--- src/rtl/control_unit.sv ---
`default_nettype none
// ============================================================================
//  Module   : control_unit
//  Purpose  : RV32I instruction decoder. Turns a 32-bit instruction word into
//             the datapath control bundle (ALU op, operand select, memory
//             read/write, branch/jump select, write-back source, register
//             write enable) plus the raw register-index fields. Every output
//             is registered, so the bundle appears one clock after the word.
//  Ports    : clk             rising-edge clock
//             rst             asynchronous active-high reset (outputs -> 0)
//             instructionWord instruction to decode
//             MemReg, MemWr   load / store strobes
//             Branch          control transfer (branch, JAL, JALR)
//             BranchSelect    00 seq, 01 cond branch, 10 JAL, 11 JALR
//             ALU_ctrl        ALU operation code
//             ALU_src         0 = rs2, 1 = immediate
//             RegD            one-hot write-back source
//             Regwr           register file write enable (0 when rd = x0)
//             rs1, rs2, rd    raw register fields
//  Options  : CU_STRICT_DECODE_EN - validate funct7/funct3 fields; encodings
//             outside the legal set decode as NOP.
//  Revision : 1.0 - initial release
// ============================================================================
module control_unit (
   input  logic        clk,
   input  logic        rst,
   input  logic [31:0] instructionWord,
   output logic        MemReg,
   output logic        MemWr,
   output logic        Branch,
   output logic [1:0]  BranchSelect,
   output logic [3:0]  ALU_ctrl,
   output logic        ALU_src,
   output logic [4:0]  RegD,
   output logic        Regwr,
   output logic [4:0]  rs1,
   output logic [4:0]  rs2,
   output logic [4:0]  rd
);

   localparam logic [6:0] c_OP_R      = 7'b0110011;
   localparam logic [6:0] c_OP_IMM    = 7'b0010011;
   localparam logic [6:0] c_OP_LOAD   = 7'b0000011;
   localparam logic [6:0] c_OP_STORE  = 7'b0100011;
   localparam logic [6:0] c_OP_BRANCH = 7'b1100011;
   localparam logic [6:0] c_OP_JAL    = 7'b1101111;
   localparam logic [6:0] c_OP_JALR   = 7'b1100111;
   localparam logic [6:0] c_OP_LUI    = 7'b0110111;
   localparam logic [6:0] c_OP_AUIPC  = 7'b0010111;

   localparam logic [4:0] c_WB_NONE   = 5'b00000;
   localparam logic [4:0] c_WB_ALU    = 5'b00001;
   localparam logic [4:0] c_WB_MEM    = 5'b00010;
   localparam logic [4:0] c_WB_PC4    = 5'b00100;
   localparam logic [4:0] c_WB_UIMM   = 5'b01000;
   localparam logic [4:0] c_WB_PCUIMM = 5'b10000;

   localparam logic [3:0] c_ALU_ADD   = 4'b0000;

   logic [6:0] w_opcode;
   logic [2:0] w_funct3;
   logic [6:0] w_funct7;
   logic       w_alt;

   assign w_opcode = instructionWord[6:0];
   assign w_funct3 = instructionWord[14:12];
   assign w_funct7 = instructionWord[31:25];
   assign w_alt    = instructionWord[30];

   // Field legality; all true unless strict decoding is compiled in.
   logic w_r_legal;
   logic w_imm_legal;
   logic w_jalr_legal;
   logic w_load_legal;
   logic w_store_legal;

`ifdef CU_STRICT_DECODE_EN
   // funct7 = 0100000 only means something for ADD/SUB and SRL/SRA.
   assign w_r_legal     = (w_funct7 == 7'b0000000) ||
                          ((w_funct7 == 7'b0100000) &&
                           ((w_funct3 == 3'b000) || (w_funct3 == 3'b101)));
   // Only the shift-immediates carry funct7; other OP-IMM use it as imm bits.
   assign w_imm_legal   = (w_funct3 == 3'b001) ? (w_funct7 == 7'b0000000) :
                          (w_funct3 == 3'b101) ? ((w_funct7 == 7'b0000000) ||
                                                  (w_funct7 == 7'b0100000)) :
                          1'b1;
   assign w_jalr_legal  = (w_funct3 == 3'b000);
   assign w_load_legal  = !((w_funct3 == 3'b011) || (w_funct3 == 3'b110) ||
                            (w_funct3 == 3'b111));
   assign w_store_legal = (w_funct3 < 3'b011);
`else
   assign w_r_legal     = 1'b1;
   assign w_imm_legal   = 1'b1;
   assign w_jalr_legal  = 1'b1;
   assign w_load_legal  = 1'b1;
   assign w_store_legal = 1'b1;
`endif

   // Arithmetic/logic op from funct3; alt picks SUB over ADD and SRA over SRL.
   function automatic logic [3:0] arith_op(input logic [2:0] f3, input logic alt);
      case (f3)
         3'b000:  arith_op = alt ? 4'b0001 : 4'b0000;
         3'b001:  arith_op = 4'b0010;
         3'b010:  arith_op = 4'b0011;
         3'b011:  arith_op = 4'b0100;
         3'b100:  arith_op = 4'b0101;
         3'b101:  arith_op = alt ? 4'b0111 : 4'b0110;
         3'b110:  arith_op = 4'b1000;
         default: arith_op = 4'b1001;
      endcase
   endfunction

   logic       mem_reg_d, mem_wr_d, branch_d, alu_src_d, regwr_d;
   logic [1:0] branch_sel_d;
   logic [3:0] alu_ctrl_d;
   logic [4:0] regd_d;

   always_comb begin
      mem_reg_d    = 1'b0;
      mem_wr_d     = 1'b0;
      branch_d     = 1'b0;
      branch_sel_d = 2'b00;
      alu_ctrl_d   = c_ALU_ADD;
      alu_src_d    = 1'b0;
      regd_d       = c_WB_NONE;
      regwr_d      = 1'b0;
      case (w_opcode)
         c_OP_R: if (w_r_legal) begin
            alu_ctrl_d = arith_op(w_funct3, w_alt);
            regd_d     = c_WB_ALU;
            regwr_d    = 1'b1;
         end
         c_OP_IMM: if (w_imm_legal) begin
            // bit30 is immediate data for ADDI; it only selects SRAI/SRLI.
            alu_ctrl_d = arith_op(w_funct3, (w_funct3 == 3'b101) && w_alt);
            alu_src_d  = 1'b1;
            regd_d     = c_WB_ALU;
            regwr_d    = 1'b1;
         end
         c_OP_LOAD: if (w_load_legal) begin
            alu_src_d = 1'b1;
            mem_reg_d = 1'b1;
            regd_d    = c_WB_MEM;
            regwr_d   = 1'b1;
         end
         c_OP_STORE: if (w_store_legal) begin
            alu_src_d = 1'b1;
            mem_wr_d  = 1'b1;
         end
         c_OP_BRANCH: if ((w_funct3 != 3'b010) && (w_funct3 != 3'b011)) begin
            branch_d     = 1'b1;
            branch_sel_d = 2'b01;
            // funct3 {000,001,100..111} maps onto 1010..1111 in order.
            alu_ctrl_d   = (w_funct3[2] == 1'b0) ? {3'b101, w_funct3[0]}
                                                 : {2'b11, w_funct3[1:0]};
         end
         c_OP_JAL: begin
            branch_d     = 1'b1;
            branch_sel_d = 2'b10;
            alu_src_d    = 1'b1;
            regd_d       = c_WB_PC4;
            regwr_d      = 1'b1;
         end
         c_OP_JALR: if (w_jalr_legal) begin
            branch_d     = 1'b1;
            branch_sel_d = 2'b11;
            alu_src_d    = 1'b1;
            regd_d       = c_WB_PC4;
            regwr_d      = 1'b1;
         end
         c_OP_LUI: begin
            regd_d  = c_WB_UIMM;
            regwr_d = 1'b1;
         end
         c_OP_AUIPC: begin
            regd_d  = c_WB_PCUIMM;
            regwr_d = 1'b1;
         end
         default: ;
      endcase
      // x0 is hard-wired zero: never write it, but leave RegD as decoded.
      if (instructionWord[11:7] == 5'd0) regwr_d = 1'b0;
   end

   logic       mem_reg_q, mem_wr_q, branch_q, alu_src_q, regwr_q;
   logic [1:0] branch_sel_q;
   logic [3:0] alu_ctrl_q;
   logic [4:0] regd_q, rs1_q, rs2_q, rd_q;

   always_ff @(posedge clk or posedge rst) begin
      if (rst) begin
         mem_reg_q    <= 1'b0;
         mem_wr_q     <= 1'b0;
         branch_q     <= 1'b0;
         branch_sel_q <= 2'b00;
         alu_ctrl_q   <= 4'b0000;
         alu_src_q    <= 1'b0;
         regd_q       <= 5'b00000;
         regwr_q      <= 1'b0;
         rs1_q        <= 5'd0;
         rs2_q        <= 5'd0;
         rd_q         <= 5'd0;
      end else begin
         mem_reg_q    <= mem_reg_d;
         mem_wr_q     <= mem_wr_d;
         branch_q     <= branch_d;
         branch_sel_q <= branch_sel_d;
         alu_ctrl_q   <= alu_ctrl_d;
         alu_src_q    <= alu_src_d;
         regd_q       <= regd_d;
         regwr_q      <= regwr_d;
         rs1_q        <= instructionWord[19:15];
         rs2_q        <= instructionWord[24:20];
         rd_q         <= instructionWord[11:7];
      end
   end

   assign MemReg       = mem_reg_q;
   assign MemWr        = mem_wr_q;
   assign Branch       = branch_q;
   assign BranchSelect = branch_sel_q;
   assign ALU_ctrl     = alu_ctrl_q;
   assign ALU_src      = alu_src_q;
   assign RegD         = regd_q;
   assign Regwr        = regwr_q;
   assign rs1          = rs1_q;
   assign rs2          = rs2_q;
   assign rd           = rd_q;

endmodule
`default_nettype wire

--- config.mk ---
export PLATFORM = sky130hd
export DESIGN_NAME = control_unit
export DESIGN_NICKNAME = d
export VERILOG_FILES = /design/src/rtl/control_unit.sv
export SDC_FILE = /design/constraint.sdc
export NUM_CORES = 1
export LEC_CHECK = 0
export ABC_AREA = 1
export BUFFER_PORTS_ARGS = -buffer_cell sky130_fd_sc_hd__buf_2
export CAP_MARGIN = 15
export CORE_MARGIN = 2
export CORE_UTILIZATION = 38
export CTS_CLUSTER_DIAMETER = 100
export CTS_CLUSTER_SIZE = 16
export DETAILED_ROUTE_END_ITERATION = 8
export GPL_TIMING_DRIVEN = 0
export PLACE_DENSITY = 0.74
export SYNTH_ARGS = -nofsm -noshare
export SYNTH_HDL_FRONTEND = slang
export SYNTH_SLANG_ARGS = --single-unit
--- constraint.sdc ---
create_clock -name clk -period 1.2 [get_ports clk]
set_clock_uncertainty 0.15 [all_clocks]
set_input_delay 0.36 -clock clk [delete_from_list [all_inputs] [get_ports clk]]
set_output_delay 0.36 -clock clk [all_outputs]
set_load 0.01 [all_outputs]
After elaboration in Yosys (flattened, before gate mapping)
Index checks and enable logic that the tools add are counted.
{"block": "totals", "wordCells": 55, "in_bits": 34, "reg_bits": 31, "out_inout_bits": 31}
{"block": "classes", "n_eq_ne": 17, "n_reduce_logical": 8, "muxes": 19}
{"cell": "one-hot mux 4 bit (7 select lines)", "count": 2}
{"cell": "one-hot mux 5 bit (5 select lines)", "count": 1}
{"cell": "equality test 7 x 6 -> 1 bit (second input constant)", "count": 3}
{"cell": "equality test 7 bit (second input constant)", "count": 3}
{"cell": "equality test 7 x 5 -> 1 bit (second input constant)", "count": 2}
{"cell": "one-hot mux 4 bit (3 select lines)", "count": 1}
{"cell": "two-way mux 1 bit", "count": 11}
{"cell": "equality test 3 bit (second input constant)", "count": 3}
{"cell": "equality test 7 x 2 -> 1 bit (second input constant)", "count": 1}
{"cell": "OR reduction 7 bit", "count": 1}
{"cell": "equality test 3 x 2 -> 1 bit (second input constant)", "count": 2}
{"cell": "!= test 3 x 2 -> 1 bit (second input constant)", "count": 2}
{"cell": "one-hot mux 2 bit (3 select lines)", "count": 1}
{"cell": "zero test 5 bit", "count": 1}
{"cell": "OR reduction 5 bit", "count": 1}
{"cell": "two-way mux 4 bit", "count": 1}
{"cell": "OR reduction 2 bit", "count": 2}
{"cell": "equality test 3 x 1 -> 1 bit (second input constant)", "count": 1}
{"cell": "zero test 3 bit", "count": 1}
{"cell": "two-way mux 3 bit", "count": 1}
{"cell": "logical AND 1 bit", "count": 2}
{"cell": "one-hot mux 1 bit (2 select lines)", "count": 1}

Logic depth before layout (Yosys ltp)
Gate-level depths: netlist of run 1.
{"block": "depth", "depth_word": 5, "ltp_mapped": 7, "depth_no_buf": 7}

Least setup slack after synthesis of run 1
No wires, ideal clock.
{"block": "synth_timing", "path_type": "input to register", "startpoint": "in instructionWord[2]", "endpoint": "reg alu_ctrl_q[3], in the netlist ALU_ctrl[3]", "setup_time_ps": 77, "path_buffers": 0, "path_stages": 5, "setup_slack_ps": 68, "arrival_time_ps": 905, "t_required_ps": 973, "path_cell_list": "nor2_1 nand2_1 nor2_2 nand2_1 a21oi_1"}
{"block": "synth_via", "elab_chain_len": 2, "elab_cells_between_ends": 4, "cone_classes": "eq/ne (3); mux (1)"}
{"element": "start, declared", "line_no": "27", "text": "input logic [31:0] instructionWord,"}
{"element": "equality test 7 bit (tied with other cells)", "line_no": "127", "text": "case (w_opcode)"}
{"element": "one-hot mux 4 bit (3 select lines) (*)", "line_no": "127"}
{"element": "net alu_ctrl_d[3]", "line_no": "115", "text": "logic [3:0] alu_ctrl_d;"}
{"element": "end signal, assigned", "line_no": "208", "text": "alu_ctrl_q <= alu_ctrl_d;"}
{"element": "end, declared", "line_no": "187", "text": "logic [3:0] alu_ctrl_q;"}
The timed path passes the listed nets; every way through them passes the cells marked *.

Worst setup path after layout of run 1
{"block": "layout_timing", "startpoint": "reg rs2_q[1], in the netlist rs2[1]", "endpoint": "out rs2[1]"}
{"element": "start, declared", "line_no": "188", "text": "logic [4:0] regd_q, rs1_q, rs2_q, rd_q;"}
{"element": "start signal, assigned", "line_no": "213", "text": "rs2_q <= instructionWord[24:20];"}
{"element": "end, declared", "line_no": "37", "text": "output logic [4:0] rs2,"}
No word-level cell between the ends.

==> flow_summary.json, run 1 <==
{
  "path_clk_slew_ns": 0.09,
  "seq_area_frac_synth_pct": 69.74,
  "die_x_um": 58.11,
  "post-synth-top-count-cell": "dfrtp_1",
  "startpoint_type": "flop",
  "cts.sinks": 31,
  "fin_nets": 221,
  "hold_path.class": "input port to flop",
  "worstSetupPathType": "flop to primary output",
  "initial_core_util_pct": 40.34,
  "grt.total_usage_pct": 15.55,
  "peakVddDrop_mv": 0.8281,
  "fp-row-count": 19,
  "synthTopCellsByArea": "dfrtp_1 (70%), nand2_1 (6.4%), nor2_1 (5.4%)",
  "endpoint_kind": "primary output",
  "wl_um": 2421,
  "yosys.area.top_type_share_pct": 69.74,
  "fin_hold_ws_ns": 0.1053,
  "diodes": 0,
  "critical_path.top_delay_family": "flip-flops",
  "cts_setup_buffers": 0,
  "drive_gt1_share_pct": 39.04,
  "path_buf_inv": 1,
  "antenna_left": 0,
  "via_per_inst": 4.541,
  "io_pins": 65,
  "path_depth": 1,
  "place.gp.congestion": 0.8757,
  "setup_violations": 31,
  "async_flop_share_pct": 100.0,
  "crit_chain": "buf_2",
  "holdPathStages": 2,
  "setup_ws_ns": -0.1371,
  "maxSlewHeadroom_pct": 81.43,
  "synth.distinct_cells": 16,
  "path_max_fanout": 1,
  "area_delta_synth_final_pct": 50.96,
  "p_leak_nw": 0.9868,
  "maxSlewViolCount": 0,
  "dr.pass1.iters": 4,
  "yosys.area.top_type": "dfrtp_1",
  "fin_crit_ns": 1.337,
  "total_power_w": 0.001899,
  "die_h_um": 58.11,
  "slowest_stage": "dfrtp_1",
  "syn_area_sq_um": 1112,
  "grt_overflow_total": 0,
  "clock.fmax_mhz": 747.9,
  "hold_viol_final": 0,
  "synthFlopType": "dfrtp_1",
  "avgSynthCellArea_sq_um": 10.30,
  "max_stage_delay_ns": 0.38,
  "port-buffer-count": 57,
  "min_to": "MemWr$_DFF_PP0_",
  "run_status": "finished with violations",
  "worst_hold_startpoint": "instructionWord[4]",
  "synthesis.nets": 142,
  "antenna_found_initial": 0,
  "die_area_sq_um": 3376,
  "drv_cap": 0,
  "cts_buffer_depth": 2,
  "ys_ff_latch": 31,
  "coreArea_sq_um": 2758,
  "critPathArrivalTime_ns": 0.83,
  "wl_per_cell_um": 11.11,
  "num_vias": 990,
  "postSynthCellCount": 108,
  "rsz0062_at_grt": "true",
  "grt_pass1_wl_um": 3857,
  "required_ns": 0.69,
  "synth_common_cells": "dfrtp_1 (31), nand2_1 (19), nor2_1 (16)",
  "hpwl_um": 1715,
  "pwr_density_cell_nw_per_um2": 1131,
  "fin_tns_setup_ns": -3.777,
  "drt_iter0_drc": 34,
  "synth_edf_count": 0,
  "yosysWarnings": 0,
  "cts_max_level": 2,
  "cts_tree": "yes",
  "grt_max_degree": 32,
  "grt_pass1_vias": 969,
  "period_share_pct": 111.4,
  "worst_pin_slew_ns": 0.2782,
  "cts_root_buf": "clkbuf_4",
  "remaining_drc_errors": 0,
  "cts_buffers": 5,
  "violations": "negative setup slack"
}
-- cells by family (layout without fill, tap and decap cells) --
group	count (synthesis)	after routing	synth area share (%)
AOI/OAI and AO/OA	8	8	3.599
buffers and inverters	18	97	6.186
DFF	31	31	69.74
and+or+nand+nor	51	51	20.47
-- report_power, final --
part | switching (W) | total, W | leakage, nW | internal, W
sequential | 0.00000717 | 0.00108 | 0.397 | 0.00107
clock | 0.000316 | 0.000587 | 0.0341 | 0.000271
combinational | 0.000119 | 0.000230 | 0.555 | 0.000111
total | 0.000442 | 0.00190 | 0.987 | 0.00146
-- final cells by class --
cell class,count,area [sq um]
clock buffers,6,51.30
flip-flops and latches,31,775.7
fillers,217,1079
inverters,17,63.81
clock inverters,1,5.005
well taps,31,38.79
multi-input cells,59,270.3
repair buffers,72,469.2
plain buffers,1,5.005
-- per-layer routing --
| layer | vias to the layer above | routed length (um) | global-route usage (%) |
|---|---|---|---|
| met2 | 55 | 1092 | 25.32 |
| li1 | 487 | - | - |
| met4 | 0 | 52 | 10.96 |
| met3 | 5 | 276 | 4.911 |
| met5 | - | 0 | 0 |
| met1 | 443 | 1000 | 17.18 |
-- state kept, by name, summed over array words and instances, names as in the netlist --
name / flops
rd: 5
RegD: 5
rs2: 5
rs1: 5
Branch: 1
MemWr: 1
BranchSelect: 2
MemReg: 1
ALU_ctrl: 4
Regwr: 1
ALU_src: 1
-- worst max-delay path by stage --
stage                       from               endpoint  slack [ns]
2_1_floorplan                rst  ALU_ctrl[0]$_DFF_PP0_        0.03
3_3_place_gp                 rst  ALU_ctrl[0]$_DFF_PP0_       -0.29
3_5_place_dp                 rst      RegD[0]$_DFF_PP0_       -0.33
4_1_cts         rs1[1]$_DFF_PP0_                 rs1[1]       -0.16
5_1_grt        RegD[2]$_DFF_PP0_                RegD[2]       -0.18
6_report        rs2[1]$_DFF_PP0_                 rs2[1]       -0.14
-- layout by cell type, fill, tap and decap left out, types with 4 or more instances in the layout --
cell type      Yosys  final
dlygate4sd3_1      0     16
nand2_1           19     19
dfrtp_1           31     31
nor2_1            16     15
nand3_1            6      6
buf_2              0     54
clkbuf_4           0      5
o21ai_0            4      4
inv_1             14     14
-- timing repair --
item,CTS,global route
gates resized for setup,0,3
setup endpoints to repair,31,33
hold buffers,15,1
hold endpoints to repair,15,4
-- per-stage QoR --
| stage | util [%] | cell area [sq um] | setup WS (ns) | instances |
|---|---|---|---|---|
| global placement | 52.09 | 1436 | -0.2866 | 196 |
| detailed placement | 52.09 | 1436 | -0.3328 | 196 |
| global route | 60.89 | 1679 | -0.1794 | 218 |
| floorplan | - | 1112 | 0.02752 | 108 |
| CTS | 59.57 | 1643 | -0.1625 | 218 |
| finish | 60.89 | 1679 | -0.1371 | 218 |
Power figures use the tool's default switching activity.
==> run 2: changes to the inputs <==
Settings changed: ABC_AREA 1 to default, CORE_UTILIZATION 38 to 45, PLACE_DENSITY 0.74 to 0.82.
Clock period 1.2 ns to 1.7 ns, I/O delays scaled along.
==> flow_summary.json, run 2 <==
{
  "run_status": "completed",
  "maxSlewHeadroom_pct": 59.54,
  "net-switching-power_w": 0.0002915,
  "hold_path.class": "input port to async pin",
  "use_met2_pct": 27.44,
  "grt.busiest_layer": "met2",
  "met1_usage_pct": 18.66,
  "remaining_drc_errors": 0,
  "place.gp.congestion": 0.7976,
  "fin_crit_ns": 1.499,
  "cts.sinks": 31,
  "critical_path.top_delay_family": "flip-flops",
  "synth_edf_count": 0,
  "fin_hold_ws_ns": 0.1052,
  "yosysWarnings": 0,
  "dr.pass1.iters": 4,
  "path_max_fanout": 1,
  "post-route-util_pct": 63.08,
  "drt_iter0_drc": 12,
  "async_flop_share_pct": 100.0,
  "port-buffer-count": 56,
  "dp_slack_ns": 0.01036,
  "avgSynthCellArea_sq_um": 13.48,
  "cts_setup_buffers": 0,
  "fp-row-count": 18,
  "area_delta_synth_final_pct": 35.91,
  "die_area_sq_um": 2900,
  "required_ns": 1.04,
  "path_clk_slew_ns": 0.08,
  "coreArea_sq_um": 2410,
  "critPathArrivalTime_ns": 0.84,
  "yosys.area.top_type": "dfrtp_1",
  "p_leak_nw": 0.8419,
  "num_vias": 846,
  "maxSlewViolCount": 0,
  "total_power_w": 0.001303,
  "slowest_stage": "dfrtp_1",
  "setup_ws_ns": 0.2011,
  "rsz0062_at_grt": "false",
  "endpoint_kind": "primary output",
  "io_pins": 65,
  "grt_max_degree": 32,
  "grt.total_usage_pct": 16.73,
  "fin_nets": 181,
  "clock.fmax_mhz": 667.2,
  "period_share_pct": 88.17,
  "via_per_inst": 4.780,
  "wl_um": 2189,
  "startpoint_type": "flop",
  "worst_pin_slew_ns": 0.6063,
  "hpwl_um": 1733,
  "grt_overflow_total": 0,
  "synth_common_cells": "dfrtp_1 (31), inv_1 (7), nor2_1 (6)",
  "seq_area_frac_synth_pct": 69.35,
  "pwr-share-clk_pct": 31.0,
  "power_frac_comb_pct": 10.4,
  "internal-power_w": 0.001011,
  "wl_per_cell_um": 12.37,
  "path_buf_inv": 1,
  "path_depth": 1,
  "synthFlopType": "dfrtp_1",
  "antenna_left": 0,
  "hold_viol_final": 0,
  "syn_area_sq_um": 1119,
  "post-synth-top-count-cell": "dfrtp_1",
  "antenna_found_initial": 0,
  "drive_gt1_share_pct": 48.98,
  "max_stage_delay_ns": 0.39,
  "worstSetupPathType": "flop to primary output",
  "mostFrequentLayoutCell": "buf_2",
  "grt_use_met3_pct": 8.056,
  "synthesis.nets": 117,
  "cts_buffers": 5,
  "layout_common_cells": "buf_2 (58), dfrtp_1 (31), inv_1 (7)",
  "cts_max_level": 2,
  "fillCellCount": 184,
  "drv_cap": 0,
  "yosys.area.top_type_share_pct": 69.35,
  "postCtsResizedCells": 0,
  "initial_core_util_pct": 46.42,
  "die_x_um": 53.86,
  "cts_tree": "yes",
  "diodes": 0,
  "grt_pass1_wl_um": 3256,
  "cts_root_buf": "clkbuf_4",
  "cts_buffer_depth": 2,
  "fin_tns_setup_ns": 0,
  "die_h_um": 53.86,
  "setup_violations": 0,
  "synthTopCellsByArea": "dfrtp_1 (69%), inv_1 (2.3%), nor2_1 (2.0%)",
  "peakVddDrop_mv": 0.6372,
  "pwr_density_cell_nw_per_um2": 856.8,
  "seqPwrFrac_pct": 58.6,
  "swShare_pct": 22.38,
  "synth.distinct_cells": 31,
  "hold_buffers": 0,
  "grt_pass1_vias": 785,
  "crit_chain": "buf_2",
  "ys_ff_latch": 31,
  "postSynthCellCount": 83
}
run 2: cell types whose count changed in the layout (fill, tap and decap cells not counted), sizes merged, moves of 2 or more:
cell	before	now
dlygate4sd3	16	0
inv	17	7
and3b	0	2
nand2	20	4
nor2	18	6
nor2b	0	2
a21boi	0	2
buf	56	59
nand3b	0	2
nand2b	0	3
o21ai	7	3
nand3	8	2
run 2: worst paths after layout:
check	startpoint	to	slack, ns
setup / recovery	RegD[3]$_DFF_PP0_	RegD[3]	0.20
min in group clk	instructionWord[23]	rs2[3]$_DFF_PP0_	0.15
hold / removal	rst	ALU_ctrl[1]$_DFF_PP0_	0.11
max in group asynchronous	rst	ALU_ctrl[2]$_DFF_PP0_	0.80
run 2: cells by family after synthesis:
| kind of cell | Yosys count | share of synthesized area, % |
|---|---|---|
| flops | 31 | 69.35 |
| compound gates | 12 | 8.167 |
| simple gates | 31 | 19.24 |
| buf+inv | 9 | 3.244 |
run 2: layout make-up:
class                      count  area [sq um]  share of cell area, %
clock inverter                 1         5.005                 0.3292
sequential                    31         775.7                  51.03
buffer                         2         10.01                 0.6584
multi-input combinational     43         306.5                  20.16
inverter                       7         26.28                  1.728
clock buffer                   6         51.30                  3.374
tap                           30         37.54                  2.469
timing repair buffer          57         307.8                  20.25
run 2: metal layers:
metal	wire (um)	share of wire, %	up-vias
li1	-	-	408
met1	901	41	384
met2	962	44	51
met3	304	14	3
met4	21	0.96	0
met5	0	0	-
run 2: per-stage QoR:
stage	instances	area [sq um]
4_1_cts	176	1493
5_1_grt	177	1520
6_report	177	1520
3_5_place_dp	169	1436
3_3_place_gp	169	1436
2_1_floorplan	83	1119
run 2: power groups by stage:
stage	Clock [W]	Sequential (W)	Combinational [W]
2_1_floorplan	0	0.000792	0.0000456
3_3_place_gp	0	0.000778	0.000124
3_5_place_dp	0	0.000778	0.000129
4_1_cts	0.000425	0.000764	0.000129
5_1_grt	0.000464	0.000766	0.000152
6_report	0.000404	0.000763	0.000135
==> run 3: changes to the inputs <==
Settings changed: PLACE_DENSITY 0.82 to 0.81.
==> flow_summary.json, run 3 (synthesized netlist as in run 2, its figures left out) <==
{
  "run_status": "completed",
  "required_ns": 1.04,
  "crit_chain": "buf_2",
  "grt_pass1_vias": 736,
  "regArea_sq_um": 775.7,
  "fin_nets": 181,
  "maxSlewViolCount": 0,
  "pwr_density_cell_nw_per_um2": 851.0,
  "grt_pass1_wl_um": 3194,
  "wl_per_cell_um": 12.39,
  "area_delta_synth_final_pct": 35.35,
  "via_per_inst": 4.803,
  "total_power_w": 0.001288,
  "fin_crit_ns": 1.510,
  "rsz0062_at_grt": "false",
  "io_pins": 65,
  "drt_iter0_drc": 11,
  "antenna_left": 0,
  "cts_buffers": 5,
  "use_met2_pct": 25.41,
  "cts_setup_buffers": 0,
  "initial_core_util_pct": 46.42,
  "diodes": 0,
  "worst_pin_slew_ns": 0.4919,
  "period_share_pct": 88.80,
  "multiInputGateArea_sq_um": 306.5,
  "final_cells": 178,
  "dp_slack_ns": -0.002957,
  "wl_um": 2206,
  "critPathArrivalTime_ns": 0.85,
  "antenna_found_initial": 0,
  "peakVddDrop_mv": 0.5054,
  "dpl.cell_count": 169,
  "place.gp.congestion": 0.7599,
  "met1_usage_pct": 18.94,
  "cts_tree": "yes",
  "drv_cap": 0,
  "clock.fmax_mhz": 662.5,
  "path_max_fanout": 1,
  "mostFrequentLayoutCell": "buf_2",
  "p_leak_nw": 0.8371,
  "cts.sinks": 31,
  "grt_max_degree": 32,
  "path_clk_slew_ns": 0.09,
  "slowest_stage": "dfrtp_1",
  "num_vias": 855,
  "drive_gt1_share_pct": 47.97,
  "coreArea_sq_um": 2410,
  "hold_buffers": 0,
  "hold_path.class": "input port to async pin",
  "critical_path.top_delay_family": "flip-flops",
  "cts_max_level": 2,
  "startpoint_type": "flop",
  "remaining_drc_errors": 0,
  "hold_viol_final": 0,
  "port-buffer-count": 56,
  "postCtsResizedCells": 0,
  "cts_root_buf": "clkbuf_4",
  "die_x_um": 53.86,
  "max_stage_delay_ns": 0.39,
  "fillCellCount": 183,
  "die_h_um": 53.86,
  "worstSetupPathType": "flop to primary output",
  "grt_overflow_total": 0,
  "hpwl_um": 1699,
  "grt.total_usage_pct": 16.34,
  "path_buf_inv": 1,
  "grt.busiest_layer": "met2",
  "endpoint_kind": "primary output",
  "setup_ws_ns": 0.1905,
  "die_area_sq_um": 2900,
  "maxSlewHeadroom_pct": 67.17,
  "fp-row-count": 18,
  "layout_common_cells": "buf_2 (58), dfrtp_1 (31), inv_1 (7)",
  "dr.pass1.iters": 4,
  "grt_use_met3_pct": 8.611,
  "setup_violations": 0,
  "cts_buffer_depth": 2
}
==> run 3: through the flow <==
stage / setup TNS [ns] / hold slack, ns / util (%) / instance area [sq um]
after global routing: 0 / 0.07236 / 62.82 / 1514
after floorplan: 0 / 0.3914 / - / 1119
final: 0 / 0.03715 / 62.82 / 1514
after CTS: 0 / 0.1301 / 61.68 / 1486
after detailed placement: -0.07400 / 0.4722 / 59.61 / 1436
after global placement: 0 / 0.4675 / 59.61 / 1436
==> run 3: per-layer routing <==
metal / part of all wire [%] / vias to the layer above
li1: - / 409
met1: 40 / 389
met2: 45 / 53
met3: 14 / 4
met4: 1.1 / 0
met5: 0 / -
==> run 3: worst paths after layout <==
check	start	end	slack [ns]	cells after the start
worst max-delay path	RegD[3]$_DFF_PP0_	RegD[3]	0.19	1
worst min-delay path	rst	RegD[3]$_DFF_PP0_	0.04	2
max in group asynchronous	rst	rs2[2]$_DFF_PP0_	0.89	3
min in group clk	instructionWord[21]	rs2[1]$_DFF_PP0_	0.15	1
==> run 3: cell type report <==
class | count | share of cell area [%]
Sequential cell | 31 | 51.24
Timing Repair Buffer | 57 | 20.33
Multi-Input combinational cell | 43 | 20.25
Clock buffer | 7 | 2.975
Tap cell | 30 | 2.479
Inverter | 7 | 1.736
Buffer | 2 | 0.6612
Clock inverter | 1 | 0.3306
==> run 3: power breakdown <==
group / internal [W] / total (W) / leakage [nW] / switching [W]
registers: 0.000758 / 0.000763 / 0.397 / 0.00000483
clock network: 0.000161 / 0.000390 / 0.0293 / 0.000229
logic: 0.0000616 / 0.000135 / 0.410 / 0.0000736
total: 0.000981 / 0.00129 / 0.837 / 0.000308
